==> config.mk <==
export PLATFORM = sky130hd
export DESIGN_NAME = vga_timing_gen_flat
export DESIGN_NICKNAME = d
export VERILOG_FILES = /design/src/rtl/vga_timing_pkg.sv /design/src/rtl/vga_timing_gen_if.sv /design/src/rtl/vga_axis_counter.sv /design/src/rtl/vga_timing_gen.sv /design/src/flat_wrapper.sv
export SDC_FILE = /design/constraint.sdc
export NUM_CORES = 1
export LEC_CHECK = 0
export BUFFER_PORTS_ARGS = -buffer_cell sky130_fd_sc_hd__buf_4
export CELL_PAD_IN_SITES_DETAIL_PLACEMENT = 0
export CELL_PAD_IN_SITES_GLOBAL_PLACEMENT = 2
export CORE_ASPECT_RATIO = 0.7
export CORE_UTILIZATION = 36
export DETAILED_ROUTE_END_ITERATION = 16
export PLACE_DENSITY_LB_ADDON = 0.1
export SYNTH_ARGS = -nofsm -noshare
export SYNTH_HDL_FRONTEND = slang
export SYNTH_HIERARCHICAL = 1
export SYNTH_SLANG_ARGS = --single-unit
==> constraint.sdc <==
create_clock -name i_clk -period 4.5 [get_ports i_clk]
set_input_delay 0.225 -clock i_clk [delete_from_list [all_inputs] [get_ports i_clk]]
set_output_delay 0.225 -clock i_clk [all_outputs]
set_load 0.02 [all_outputs]
==> src/rtl/vga_timing_pkg.sv <==
// Mode encoding, per-mode VGA timing table and frame totals shared by the
// timing generator and its axis counters.
package vga_timing_pkg;

  typedef enum logic [1:0] {
    MODE_640X480  = 2'd0,
    MODE_800X600  = 2'd1,
    MODE_1024X768 = 2'd2,
    MODE_RESERVED = 2'd3
  } vga_mode_e;

  // One axis: active, front porch, sync, back porch, sync polarity (1 = positive)
  typedef struct packed {
    logic [15:0] act;
    logic [15:0] fp;
    logic [15:0] sync;
    logic [15:0] bp;
    logic        pos_pol;
  } axis_timing_t;

  typedef struct packed {
    axis_timing_t h;
    axis_timing_t v;
  } mode_timing_t;

  localparam mode_timing_t TIMING_640 = '{
    h: '{act: 16'd640,  fp: 16'd16, sync: 16'd96,  bp: 16'd48,  pos_pol: 1'b0},
    v: '{act: 16'd480,  fp: 16'd10, sync: 16'd2,   bp: 16'd33,  pos_pol: 1'b0}
  };
  localparam mode_timing_t TIMING_800 = '{
    h: '{act: 16'd800,  fp: 16'd40, sync: 16'd128, bp: 16'd88,  pos_pol: 1'b1},
    v: '{act: 16'd600,  fp: 16'd1,  sync: 16'd4,   bp: 16'd23,  pos_pol: 1'b1}
  };
  localparam mode_timing_t TIMING_1024 = '{
    h: '{act: 16'd1024, fp: 16'd24, sync: 16'd136, bp: 16'd160, pos_pol: 1'b0},
    v: '{act: 16'd768,  fp: 16'd3,  sync: 16'd6,   bp: 16'd29,  pos_pol: 1'b0}
  };

  localparam logic [15:0] H_TOTAL_640  = 16'd800;
  localparam logic [15:0] V_TOTAL_640  = 16'd525;
  localparam logic [15:0] H_TOTAL_800  = 16'd1056;
  localparam logic [15:0] V_TOTAL_800  = 16'd628;
  localparam logic [15:0] H_TOTAL_1024 = 16'd1344;
  localparam logic [15:0] V_TOTAL_1024 = 16'd806;

  // Largest count any axis must reach; the counters must hold it.
  localparam int MAX_TOTAL = 1344;

  // The reserved code never becomes active, so it falls back to the largest mode.
  function automatic mode_timing_t mode_timing(input logic [1:0] mode);
    mode_timing_t t;
    case (mode)
      MODE_640X480: t = TIMING_640;
      MODE_800X600: t = TIMING_800;
      default:      t = TIMING_1024;
    endcase
    return t;
  endfunction

  function automatic logic [15:0] axis_total(input axis_timing_t t);
    return t.act + t.fp + t.sync + t.bp;
  endfunction

endpackage

==> src/rtl/vga_timing_gen_if.sv <==
// Pixel strobe / mode request in, sync, blanking, coordinates and event
// pulses out.
interface vga_timing_gen_if #(
  parameter int COORD_W = 11
);
  logic               i_pix_stb;
  logic [1:0]         i_mode;
  logic               o_hs;
  logic               o_vs;
  logic               o_de;
  logic [COORD_W-1:0] o_x;
  logic [COORD_W-1:0] o_y;
  logic               o_line_start;
  logic               o_frame_start;
  logic               o_animate;
  logic [1:0]         o_mode;

  modport master (
    output i_pix_stb, i_mode,
    input  o_hs, o_vs, o_de, o_x, o_y, o_line_start, o_frame_start, o_animate, o_mode
  );

  modport slave (
    input  i_pix_stb, i_mode,
    output o_hs, o_vs, o_de, o_x, o_y, o_line_start, o_frame_start, o_animate, o_mode
  );
endinterface

==> src/rtl/vga_axis_counter.sv <==
// Wrapping position counter for one display axis. Advances on i_en and
// returns to zero after reaching i_limit; o_wrap flags the wrapping cycle.
module vga_axis_counter #(
  parameter int COORD_W = 11
) (
  input  logic               i_clk,
  input  logic               i_rst,
  input  logic               i_en,
  input  logic [COORD_W-1:0] i_limit,
  output logic [COORD_W-1:0] o_count,
  output logic               o_wrap
);

  logic [COORD_W-1:0] count_q;
  logic [COORD_W-1:0] count_d;

  // Next count: hold when idle, wrap to zero at the limit, else increment.
  always_comb begin
    o_wrap  = i_en && (count_q == i_limit);
    count_d = count_q;
    if (i_en) begin
      count_d = o_wrap ? '0 : count_q + COORD_W'(1);
    end
  end

  // Count register; reset takes priority over any enable.
  always_ff @(posedge i_clk) begin
    if (i_rst) begin
      count_q <= '0;
    end else begin
      count_q <= count_d;
    end
  end

  assign o_count = count_q;

endmodule

==> src/rtl/vga_timing_gen.sv <==
// VGA raster timing generator with three selectable modes. Horizontal and
// vertical counters advance on the pixel strobe; all display outputs decode
// combinationally from the counters and the mode latched at frame wrap.
module vga_timing_gen
  import vga_timing_pkg::*;
#(
  parameter int         COORD_W      = 11,
  parameter logic [1:0] DEFAULT_MODE = 2'd2
) (
  input  logic            i_clk,
  input  logic            i_rst,
  vga_timing_gen_if.slave bus
);

  if ((1 << COORD_W) <= MAX_TOTAL) begin : g_coord_w_check
    $error("COORD_W too narrow for the largest frame total");
  end

  if (axis_total(TIMING_640.h)  != H_TOTAL_640  || axis_total(TIMING_640.v)  != V_TOTAL_640  ||
      axis_total(TIMING_800.h)  != H_TOTAL_800  || axis_total(TIMING_800.v)  != V_TOTAL_800  ||
      axis_total(TIMING_1024.h) != H_TOTAL_1024 || axis_total(TIMING_1024.v) != V_TOTAL_1024)
  begin : g_total_check
    $error("timing table does not add up to the frame totals");
  end

  logic [1:0]         mode_q;
  logic [1:0]         mode_d;
  mode_timing_t       tim;
  logic [COORD_W-1:0] h_act, h_sync_beg, h_sync_end, h_last;
  logic [COORD_W-1:0] v_act, v_sync_beg, v_sync_end, v_last;
  logic [COORD_W-1:0] h_cnt, v_cnt;
  logic               h_wrap, v_wrap;
  logic               h_sync_on, v_sync_on;

  // Axis boundaries for the mode currently in effect.
  always_comb begin
    tim        = mode_timing(mode_q);
    h_act      = COORD_W'(tim.h.act);
    h_sync_beg = COORD_W'(tim.h.act + tim.h.fp);
    h_sync_end = COORD_W'(tim.h.act + tim.h.fp + tim.h.sync);
    h_last     = COORD_W'(axis_total(tim.h) - 16'd1);
    v_act      = COORD_W'(tim.v.act);
    v_sync_beg = COORD_W'(tim.v.act + tim.v.fp);
    v_sync_end = COORD_W'(tim.v.act + tim.v.fp + tim.v.sync);
    v_last     = COORD_W'(axis_total(tim.v) - 16'd1);
  end

  vga_axis_counter #(.COORD_W(COORD_W)) u_h_axis (
    .i_clk   (i_clk),
    .i_rst   (i_rst),
    .i_en    (bus.i_pix_stb),
    .i_limit (h_last),
    .o_count (h_cnt),
    .o_wrap  (h_wrap)
  );

  vga_axis_counter #(.COORD_W(COORD_W)) u_v_axis (
    .i_clk   (i_clk),
    .i_rst   (i_rst),
    .i_en    (h_wrap),
    .i_limit (v_last),
    .o_count (v_cnt),
    .o_wrap  (v_wrap)
  );

  // Mode request is taken only at the frame wrap, so a frame never mixes
  // timings; the reserved code is ignored.
  always_comb begin
    mode_d = mode_q;
    if (v_wrap && (bus.i_mode != 2'(MODE_RESERVED))) begin
      mode_d = bus.i_mode;
    end
  end

  // Active-mode register.
  always_ff @(posedge i_clk) begin
    if (i_rst) begin
      mode_q <= DEFAULT_MODE;
    end else begin
      mode_q <= mode_d;
    end
  end

  // Zero-latency decode of sync, blanking, clamped coordinates and pulses.
  always_comb begin
    h_sync_on         = (h_cnt >= h_sync_beg) && (h_cnt < h_sync_end);
    v_sync_on         = (v_cnt >= v_sync_beg) && (v_cnt < v_sync_end);
    bus.o_hs          = tim.h.pos_pol ? h_sync_on : ~h_sync_on;
    bus.o_vs          = tim.v.pos_pol ? v_sync_on : ~v_sync_on;
    bus.o_de          = (h_cnt < h_act) && (v_cnt < v_act);
    bus.o_x           = (h_cnt < h_act) ? h_cnt : h_act - COORD_W'(1);
    bus.o_y           = (v_cnt < v_act) ? v_cnt : v_act - COORD_W'(1);
    bus.o_line_start  = h_wrap;
    bus.o_frame_start = v_wrap;
    bus.o_animate     = h_wrap && (v_cnt == v_act - COORD_W'(1));
    bus.o_mode        = mode_q;
  end

endmodule

==> src/flat_wrapper.sv <==
// flat-port wrapper written by rule: the top's interface ports become plain ports
module vga_timing_gen_flat import vga_timing_pkg::*;
#(
  parameter int         COORD_W      = 11,
  parameter logic [1:0] DEFAULT_MODE = 2'd2
)
  (i_clk, i_rst, bus_i_pix_stb, bus_i_mode, bus_o_hs, bus_o_vs, bus_o_de, bus_o_x, bus_o_y, bus_o_line_start, bus_o_frame_start, bus_o_animate, bus_o_mode);
  vga_timing_gen_if #(.COORD_W(COORD_W)) bus_i ();
  input  logic i_clk;
  input  logic i_rst;
  input wire logic [$bits(bus_i.i_pix_stb)-1:0] bus_i_pix_stb;
  input wire logic [$bits(bus_i.i_mode)-1:0] bus_i_mode;
  output wire logic [$bits(bus_i.o_hs)-1:0] bus_o_hs;
  output wire logic [$bits(bus_i.o_vs)-1:0] bus_o_vs;
  output wire logic [$bits(bus_i.o_de)-1:0] bus_o_de;
  output wire logic [$bits(bus_i.o_x)-1:0] bus_o_x;
  output wire logic [$bits(bus_i.o_y)-1:0] bus_o_y;
  output wire logic [$bits(bus_i.o_line_start)-1:0] bus_o_line_start;
  output wire logic [$bits(bus_i.o_frame_start)-1:0] bus_o_frame_start;
  output wire logic [$bits(bus_i.o_animate)-1:0] bus_o_animate;
  output wire logic [$bits(bus_i.o_mode)-1:0] bus_o_mode;
  assign bus_i.i_pix_stb = bus_i_pix_stb;
  assign bus_i.i_mode = bus_i_mode;
  assign bus_o_hs = bus_i.o_hs;
  assign bus_o_vs = bus_i.o_vs;
  assign bus_o_de = bus_i.o_de;
  assign bus_o_x = bus_i.o_x;
  assign bus_o_y = bus_i.o_y;
  assign bus_o_line_start = bus_i.o_line_start;
  assign bus_o_frame_start = bus_i.o_frame_start;
  assign bus_o_animate = bus_i.o_animate;
  assign bus_o_mode = bus_i.o_mode;
  vga_timing_gen #(.COORD_W(COORD_W), .DEFAULT_MODE(DEFAULT_MODE)) u_core (.i_clk(i_clk), .i_rst(i_rst), .bus(bus_i));
endmodule
==> results of run 1 <==
layer usage:
layer	part of all wire [%]	vias up	global-route usage, %
li1	-	1245	-
met1	56	1141	33.0
met2	40	41	29.5
met3	3.6	2	1.65
met4	0.42	0	3.40
met5	0	-	0
power breakdown:
| group | switching, µW | total, µW | internal [µW] |
|---|---|---|---|
| clock | 66.2 | 126 | 59.8 |
| sequential | 4.11 | 218 | 214 |
| combinational | 16.0 | 27.6 | 11.6 |
flip-flops by register name, summed over array words and instances, names as in the netlist:
name	flops
u_core/u_v_axis/o_count	11
u_core/bus.o_mode	2
u_core/u_h_axis/o_count	11
worst register-to-register path: cells and delay by family (launching register included):
family | cells | cell delay (ps)
DFF | 1 | 470
buffers and inverters | 4 | 760
AOI/OAI and AO/OA | 1 | 110
adders and majority gates | 1 | 400
xor gates and xnor gates | 1 | 130
and+or+nand+nor | 9 | 1660
kinds of logic (layout without fill, tap and decap cells):
| group | after synthesis | in the layout |
|---|---|---|
| compound gates | 56 | 56 |
| other cells | 2 | 6 |
| buf+inv | 27 | 61 |
| xor+xnor | 45 | 45 |
| simple gates | 119 | 119 |
| flops | 24 | 24 |
| mux | 6 | 6 |
| fa+ha+maj | 44 | 44 |
layout make-up:
class | instances | area share, %
Sequential cell | 24 | 15.2
Multi-Input combinational cell | 276 | 68.2
Tap cell | 98 | 3.88
Timing Repair Buffer | 38 | 9.02
Clock buffer | 3 | 1.30
Inverter | 20 | 2.37
worst paths after layout:
| kind | slack [ps] | start | cells past startpoint | to |
|---|---|---|---|---|
| worst min register to register | 600 | u_core/u_h_axis/o_count[1] | 2 | u_core/u_h_axis/o_count[1] |
| worst min-delay path | 280 | bus_i_mode[0] | 3 | u_core/bus.o_mode[0] |
| worst max-delay path | 790 | u_core/bus.o_mode[1] | 13 | bus_o_frame_start |
| worst max register to register | 950 | u_core/bus.o_mode[1] | 16 | u_core/bus.o_mode[1] |
layout by cell type, fill, tap and decap left out, drive strengths merged, types with 3 or more instances in the layout:
cell type and instances:
a2111oi 4, a211oi 5, a21oi 16, and3 3, buf 38, clkbuf 3, conb 6, dfxtp 24
ha 44, inv 20, mux2 4, nand2 19, nand2b 7, nand3 14, nand4 15, nor2 12
nor2b 4, nor3 28, nor4 7, o21a 4, o21ai 14, or2 5, xnor2 39, xor2 6
per-stage QoR:
stage / total power, µW / area (µm²) / utilization (%) / hold WS (ps)
2_1_floorplan: 240 / 2760 / - / 296
3_3_place_gp: 251 / 3120 / 42.5 / 547
3_5_place_dp: 250 / 3120 / 42.5 / 545
4_1_cts: 378 / 3160 / 43.0 / 267
5_1_grt: 391 / 3160 / 43.0 / 331
6_report: 372 / 3160 / 43.0 / 281
==> results.py, run 1 <==
metrics = {
    "timing": {
        "totalNegativeSetupSlack_ps": 0,
        "achievable-frequency_mhz": 269,
        "finClkSkew_ps": 2.08,
        "worst_slew_pin_slew_ps": 644,
        "postLayoutSetupSlackWorst_ps": 788,
        "final_hold_vios": 0,
        "min_period_ps": 3710,
        "rsz_0062_raised_after_global_routing": "no",
        "worst_slew_margin_relative_to_its_limit_pct": 57.1,
        "min_period_over_period_pct": 82.5,
        "timing.final.max_slew_violations": 0,
        "setup_viol_count_final": 0,
    },
    "place": {
        "post-place-ws_ps": 939,
        "hpwl_um": 6030,
        "gpl.final_weighted_congestion": 0.859,
        "place.detailed.instances": 456,
        "place.port_buffers": 34,
    },
    "finish": {
        "drive_gt1_share_pct": 19.9,
        "area_delta_synth_final_pct": 15.3,
        "fin_nets": 412,
        "stdcell_count": 459,
        "fillers": 784,
        "layout.area.seq_um2": 480,
        "insertedDiodeCount": 0,
        "multiInputGateArea_um2": 2160,
    },
    "floorplanning": {
        "die_area_um2": 7980,
        "placementRows": 26,
        "floorplan.die.width_um": 106,
        "core_um2": 7350,
        "ioPinCount": 35,
        "dieHeight_um": 75.0,
        "initial_utilization_pct": 37.3,
    },
    "worst_setup_path": {
        "path_max_fanout": 11,
        "cp_top_family": "simple AND/OR/NAND/NOR gates",
        "critPathArrivalTime_ps": 3490,
        "worst_path_max_delay_cell": "sky130_fd_sc_hd__nor3_1",
        "cp_num_buf_inv": 5,
        "cp_slowest_stage_delay_ps": 530,
        "critical_path_required_ps": 4280,
        "cp-end-kind": "output pin",
        "critical_path.cell_chain": "nor2_1 > buf_4 > inv_1 > ha_1 > nand2_1 > inv_1 > xnor2_1 > nand4_2 > nor3_1 > buf_4 > nand4_1 > nor3_1 > buf_4",
        "critical_path.startpoint_type": "flip-flop",
        "criticalPathCategory": "flip-flop to output pin",
        "timing.critical_path.mode_cell": "sky130_fd_sc_hd__buf_4",
    },
    "synthesis": {
        "parity_gate_share_of_the_synthesized_area_counting_xor_and_xnor_cells_pct": 14.4,
        "syn_area_um2": 2740,
        "yosysSeqAreaShare_pct": 17.5,
        "synth-compound-area-share_pct": 14.0,
        "share_of_yosys_cell_area_claimed_by_the_top_area_cell_type_pct": 20.1,
        "synth-adder-area-share_pct": 20.1,
        "avgSynthCellArea_um2": 8.49,
        "synth_area_leaders": "sky130_fd_sc_hd__ha_1, sky130_fd_sc_hd__dfxtp_1, sky130_fd_sc_hd__xnor2_1, sky130_fd_sc_hd__nor3_1, sky130_fd_sc_hd__a21oi_1",
        "synthMostInstantiatedCell": "sky130_fd_sc_hd__ha_1",
        "synthMuxAreaShare_pct": 2.37,
        "postSynthRegisterBits": 24,
        "synth_top_family_by_area": "simple AND/OR/NAND/NOR gates",
        "synth_edf_count": 0,
        "area_share_of_and_or_nand_nor_cells_after_synthesis_pct": 27.1,
        "post_synth_num_cell_types": 51,
        "synth.cells.most_frequent": "sky130_fd_sc_hd__ha_1, sky130_fd_sc_hd__xnor2_1, sky130_fd_sc_hd__dfxtp_1",
        "postSynth.asyncResetShare_pct": 0,
        "synth_area_leader_cell": "sky130_fd_sc_hd__ha_1",
        "synth_cells": 323,
        "synthFlopType": "sky130_fd_sc_hd__dfxtp_1",
        "synth_warnings": 6,
    },
    "drt": {
        "ant_nets": 0,
        "detailedRoute.firstIterationViolations": 106,
        "dr_total_vias": 2429,
        "wl_per_cell_um": 16.8,
        "drc_violations_left": 0,
        "vias_per_cell": 5.29,
        "drt_pre_antenna_iters": 5,
        "drt_wl_total_um": 7690,
    },
    "cts": {
        "post_cts_buffers": 0,
        "cts_tree": "yes",
        "cts-hold-fix-buffers": 0,
        "htree_levels": 1,
        "clkSinkCount": 24,
        "cts.path.max_buffers": 2,
        "root_buffer": "sky130_fd_sc_hd__clkbuf_8",
        "postCtsResizedCells": 0,
        "clk_latency_ps": 260,
        "tritoncts.num_buffers": 3,
        "cts.reportedPaths.clkPinSlew_ps": 80,
    },
    "pwr": {
        "powerDensity_nw_per_um2": 117,
        "worst_ir_drop_vdd_mv": 0.0967,
        "power_leakage_uw": 0.00135,
    },
    "global_routing": {
        "pin_count_of_the_biggest_net_entering_global_routing": 25,
        "global_route.usage.total_pct": 20.6,
        "number_of_global_route_vias_before_repair": 2302,
        "grt_first_pass_wirelength_um": 12800,
        "antenna_found_initial": 0,
        "gr-total-overflow": 0,
    },
    "job": {
        "max-cap-violations": 0,
    },
    "worst_hold_path": {
        "hp-class": "primary input to flip-flop",
    },
    "run_status": {
        "run_status": "complete, no violations",
    },
}
(Power assumes the default switching activity.)
==> run 2, diff against run 1 <==
==> constraint.sdc (replaced) <==
create_clock -name i_clk -period 3.85 [get_ports i_clk]
set_input_delay 0.1925 -clock i_clk [delete_from_list [all_inputs] [get_ports i_clk]]
set_output_delay 0.1925 -clock i_clk [all_outputs]
set_load 0.02 [all_outputs]
==> results.py, run 2 (synthesis gave the netlist of run 1 again) <==
metrics = {
    "worst_setup_path": {
        "worst_case_register_to_register_setup_slack_ps": 660,
        "worstReg2RegStart": "u_core/bus.o_mode[1]",
        "worst_r2r_endpoint": "u_core/bus.o_mode[1]",
        "cp_num_buf_inv": 3,
        "critPathArrivalTime_ps": 3240,
        "cp_top_family": "adder cells",
        "worst_path_max_delay_cell": "sky130_fd_sc_hd__dfxtp_1",
        "cp-startpoint": "u_core/bus.o_mode[1]",
        "critical_path_required_ps": 3660,
        "cp-end-kind": "output pin",
        "critical_path.cell_chain": "nor2_1 > inv_1 > ha_1 > inv_1 > ha_1 > and3_1 > a221oi_2 > o21a_2 > mux2_2 > buf_4",
        "rr_worst_depth": 13,
        "path_max_fanout": 14,
        "critical_path.startpoint_type": "flip-flop",
        "cp_slowest_stage_delay_ps": 470,
        "criticalPathCategory": "flip-flop to output pin",
    },
    "finish": {
        "insertedDiodeCount": 0,
        "area_delta_synth_final_pct": 16.8,
        "final_cell_mix": "sky130_fd_sc_hd__ha_1, sky130_fd_sc_hd__xnor2_1, sky130_fd_sc_hd__buf_4",
        "layout.cells.most_common": "sky130_fd_sc_hd__ha_1",
        "summed_area_of_non_filler_cells_in_the_final_layout_um2": 3200,
        "fin_nets": 412,
        "drive_gt1_share_pct": 20.7,
    },
    "cts": {
        "cts-hold-fix-buffers": 0,
        "cts.reportedPaths.clkPinSlew_ps": 90,
        "cts_tree": "yes",
        "post_cts_buffers": 0,
        "root_buffer": "sky130_fd_sc_hd__clkbuf_8",
        "clk_latency_ps": 270,
        "postCtsResizedCells": 0,
        "tritoncts.num_buffers": 3,
        "cts.path.max_buffers": 2,
        "htree_levels": 1,
        "clkSinkCount": 24,
    },
    "global_routing": {
        "antenna_found_initial": 0,
        "global_route.usage.total_pct": 20.6,
        "gr-total-overflow": 0,
        "number_of_global_route_vias_before_repair": 2395,
        "grt_first_pass_wirelength_um": 12800,
        "pin_count_of_the_biggest_net_entering_global_routing": 25,
    },
    "pwr": {
        "power.internal_uw": 403,
        "switching_share_pct": 21.2,
        "design_power_total_uw": 511,
        "p_seq_share_pct": 49.8,
        "pwr-share-comb_pct": 6.2,
        "worst_ir_drop_vdd_mv": 0.178,
        "power.share.clock_pct": 43.9,
        "powerDensity_nw_per_um2": 159,
        "power_leakage_uw": 0.00136,
        "netSwitchingPower_uw": 108,
    },
    "floorplanning": {
        "placementRows": 26,
        "die_area_um2": 7980,
        "dieHeight_um": 75.0,
        "ioPinCount": 35,
        "floorplan.die.width_um": 106,
        "core_um2": 7350,
        "initial_utilization_pct": 37.3,
    },
    "timing": {
        "final_hold_vios": 0,
        "rsz_0062_raised_after_global_routing": "no",
        "worst_slew_pin_slew_ps": 632,
        "worst_slew_margin_relative_to_its_limit_pct": 57.9,
        "min_period_ps": 3440,
        "timing.final.max_slew_violations": 0,
        "setup_viol_count_final": 0,
        "postLayoutSetupSlackWorst_ps": 414,
        "totalNegativeSetupSlack_ps": 0,
        "min_period_over_period_pct": 89.2,
        "achievable-frequency_mhz": 291,
        "finClkSkew_ps": 7.95,
    },
    "drt": {
        "vias_per_cell": 5.25,
        "wl_met2_um": 2930,
        "dr_total_vias": 2414,
        "drt_pre_antenna_iters": 4,
        "drc_violations_left": 0,
        "m1WireLength_um": 4250,
        "top_layer": "met4",
        "ant_nets": 0,
        "wl_per_cell_um": 16.6,
        "detailedRoute.firstIterationViolations": 151,
        "routed-wl-met3_um": 421,
        "drt_wl_total_um": 7650,
    },
    "worst_hold_path": {
        "min_path_cells": 3,
        "worst_hold_path.endpoint": "u_core/bus.o_mode[0]",
        "hp-class": "primary input to flip-flop",
        "min_from": "bus_i_mode[0]",
    },
    "place": {
        "placement.cell_area_um2": 3130,
        "hpwl_um": 5970,
        "gpl.final_weighted_congestion": 0.803,
        "place.port_buffers": 34,
        "post-place-ws_ps": 695,
    },
    "run_status": {
        "run_status": "complete, no violations",
    },
    "job": {
        "max-cap-violations": 0,
    },
}
-- run 2: changes by cell type in the layout (fill, tap and decap cells not counted) --
cell	change
sky130_fd_sc_hd__bufinv_16	+1
sky130_fd_sc_hd__nor3_1	-2
sky130_fd_sc_hd__nor3_2	+2
-- run 2: worst max-delay path by stage --
| stage | endpoint | slack [ps] | cells past startpoint |
|---|---|---|---|
| 3_5_place_dp | bus_o_x[8] | 690 | 10 |
| 6_report | bus_o_x[5] | 410 | 10 |
| 4_1_cts | bus_o_x[5] | 370 | 10 |
| 2_1_floorplan | u_core/bus.o_mode[1] | 160 | 15 |
| 3_3_place_gp | bus_o_vs | 680 | 11 |
| 5_1_grt | bus_o_x[5] | 60 | 10 |
-- run 2: power by group through the flow --
stage                     sequential (µW)  clock (µW)  combinational [µW]
after floorplan                       259           0                21.1
after global placement                260           0                32.0
after detailed placement              261           0                31.9
after CTS                             255         232                31.8
after global routing                  255         244                34.6
final                                 255         225                31.8
-- run 2: per-stage QoR --
stage               hold WS, ps  cells  utilization [%]
detailed placement          531    456             42.6
floorplan                   264    327                -
global placement            523    456             42.6
finish                      257    460             43.6
CTS                         242    460             43.6
global route                263    460             43.6
-- run 2: worst register-to-register path, stage by stage, from the launching register on --
cell and delay (ps):
sky130_fd_sc_hd__dfxtp_1 470, sky130_fd_sc_hd__nor2_1 130, sky130_fd_sc_hd__inv_1 230, sky130_fd_sc_hd__ha_1 400, sky130_fd_sc_hd__nand2_1 140, sky130_fd_sc_hd__xnor2_1 240, sky130_fd_sc_hd__nand4_1 180, sky130_fd_sc_hd__nor3_2 310
sky130_fd_sc_hd__nand4_1 180, sky130_fd_sc_hd__nor3_2 370, sky130_fd_sc_hd__nor2b_1 220, sky130_fd_sc_hd__nor2_1 60, sky130_fd_sc_hd__a21oi_1 100, sky130_fd_sc_hd__or2_2 110
-- run 2: area by class of cell --
class,instances,area (µm²)
clock inverters,1,30.0
repair buffers,38,285
inverters,20,75.1
multi-input cells,276,2170
well taps,98,123
fillers,770,4150
flip-flops and latches,24,480
clock buffers,3,41.3
-- run 2: per-layer routing --
| metal | GRT usage, % | vias to the layer above |
|---|---|---|
| met1 | 32.1 | 1120 |
| met5 | 0 | - |
| met3 | 1.82 | 4 |
| li1 | - | 1243 |
| met4 | 4.94 | 0 |
| met2 | 30.2 | 47 |
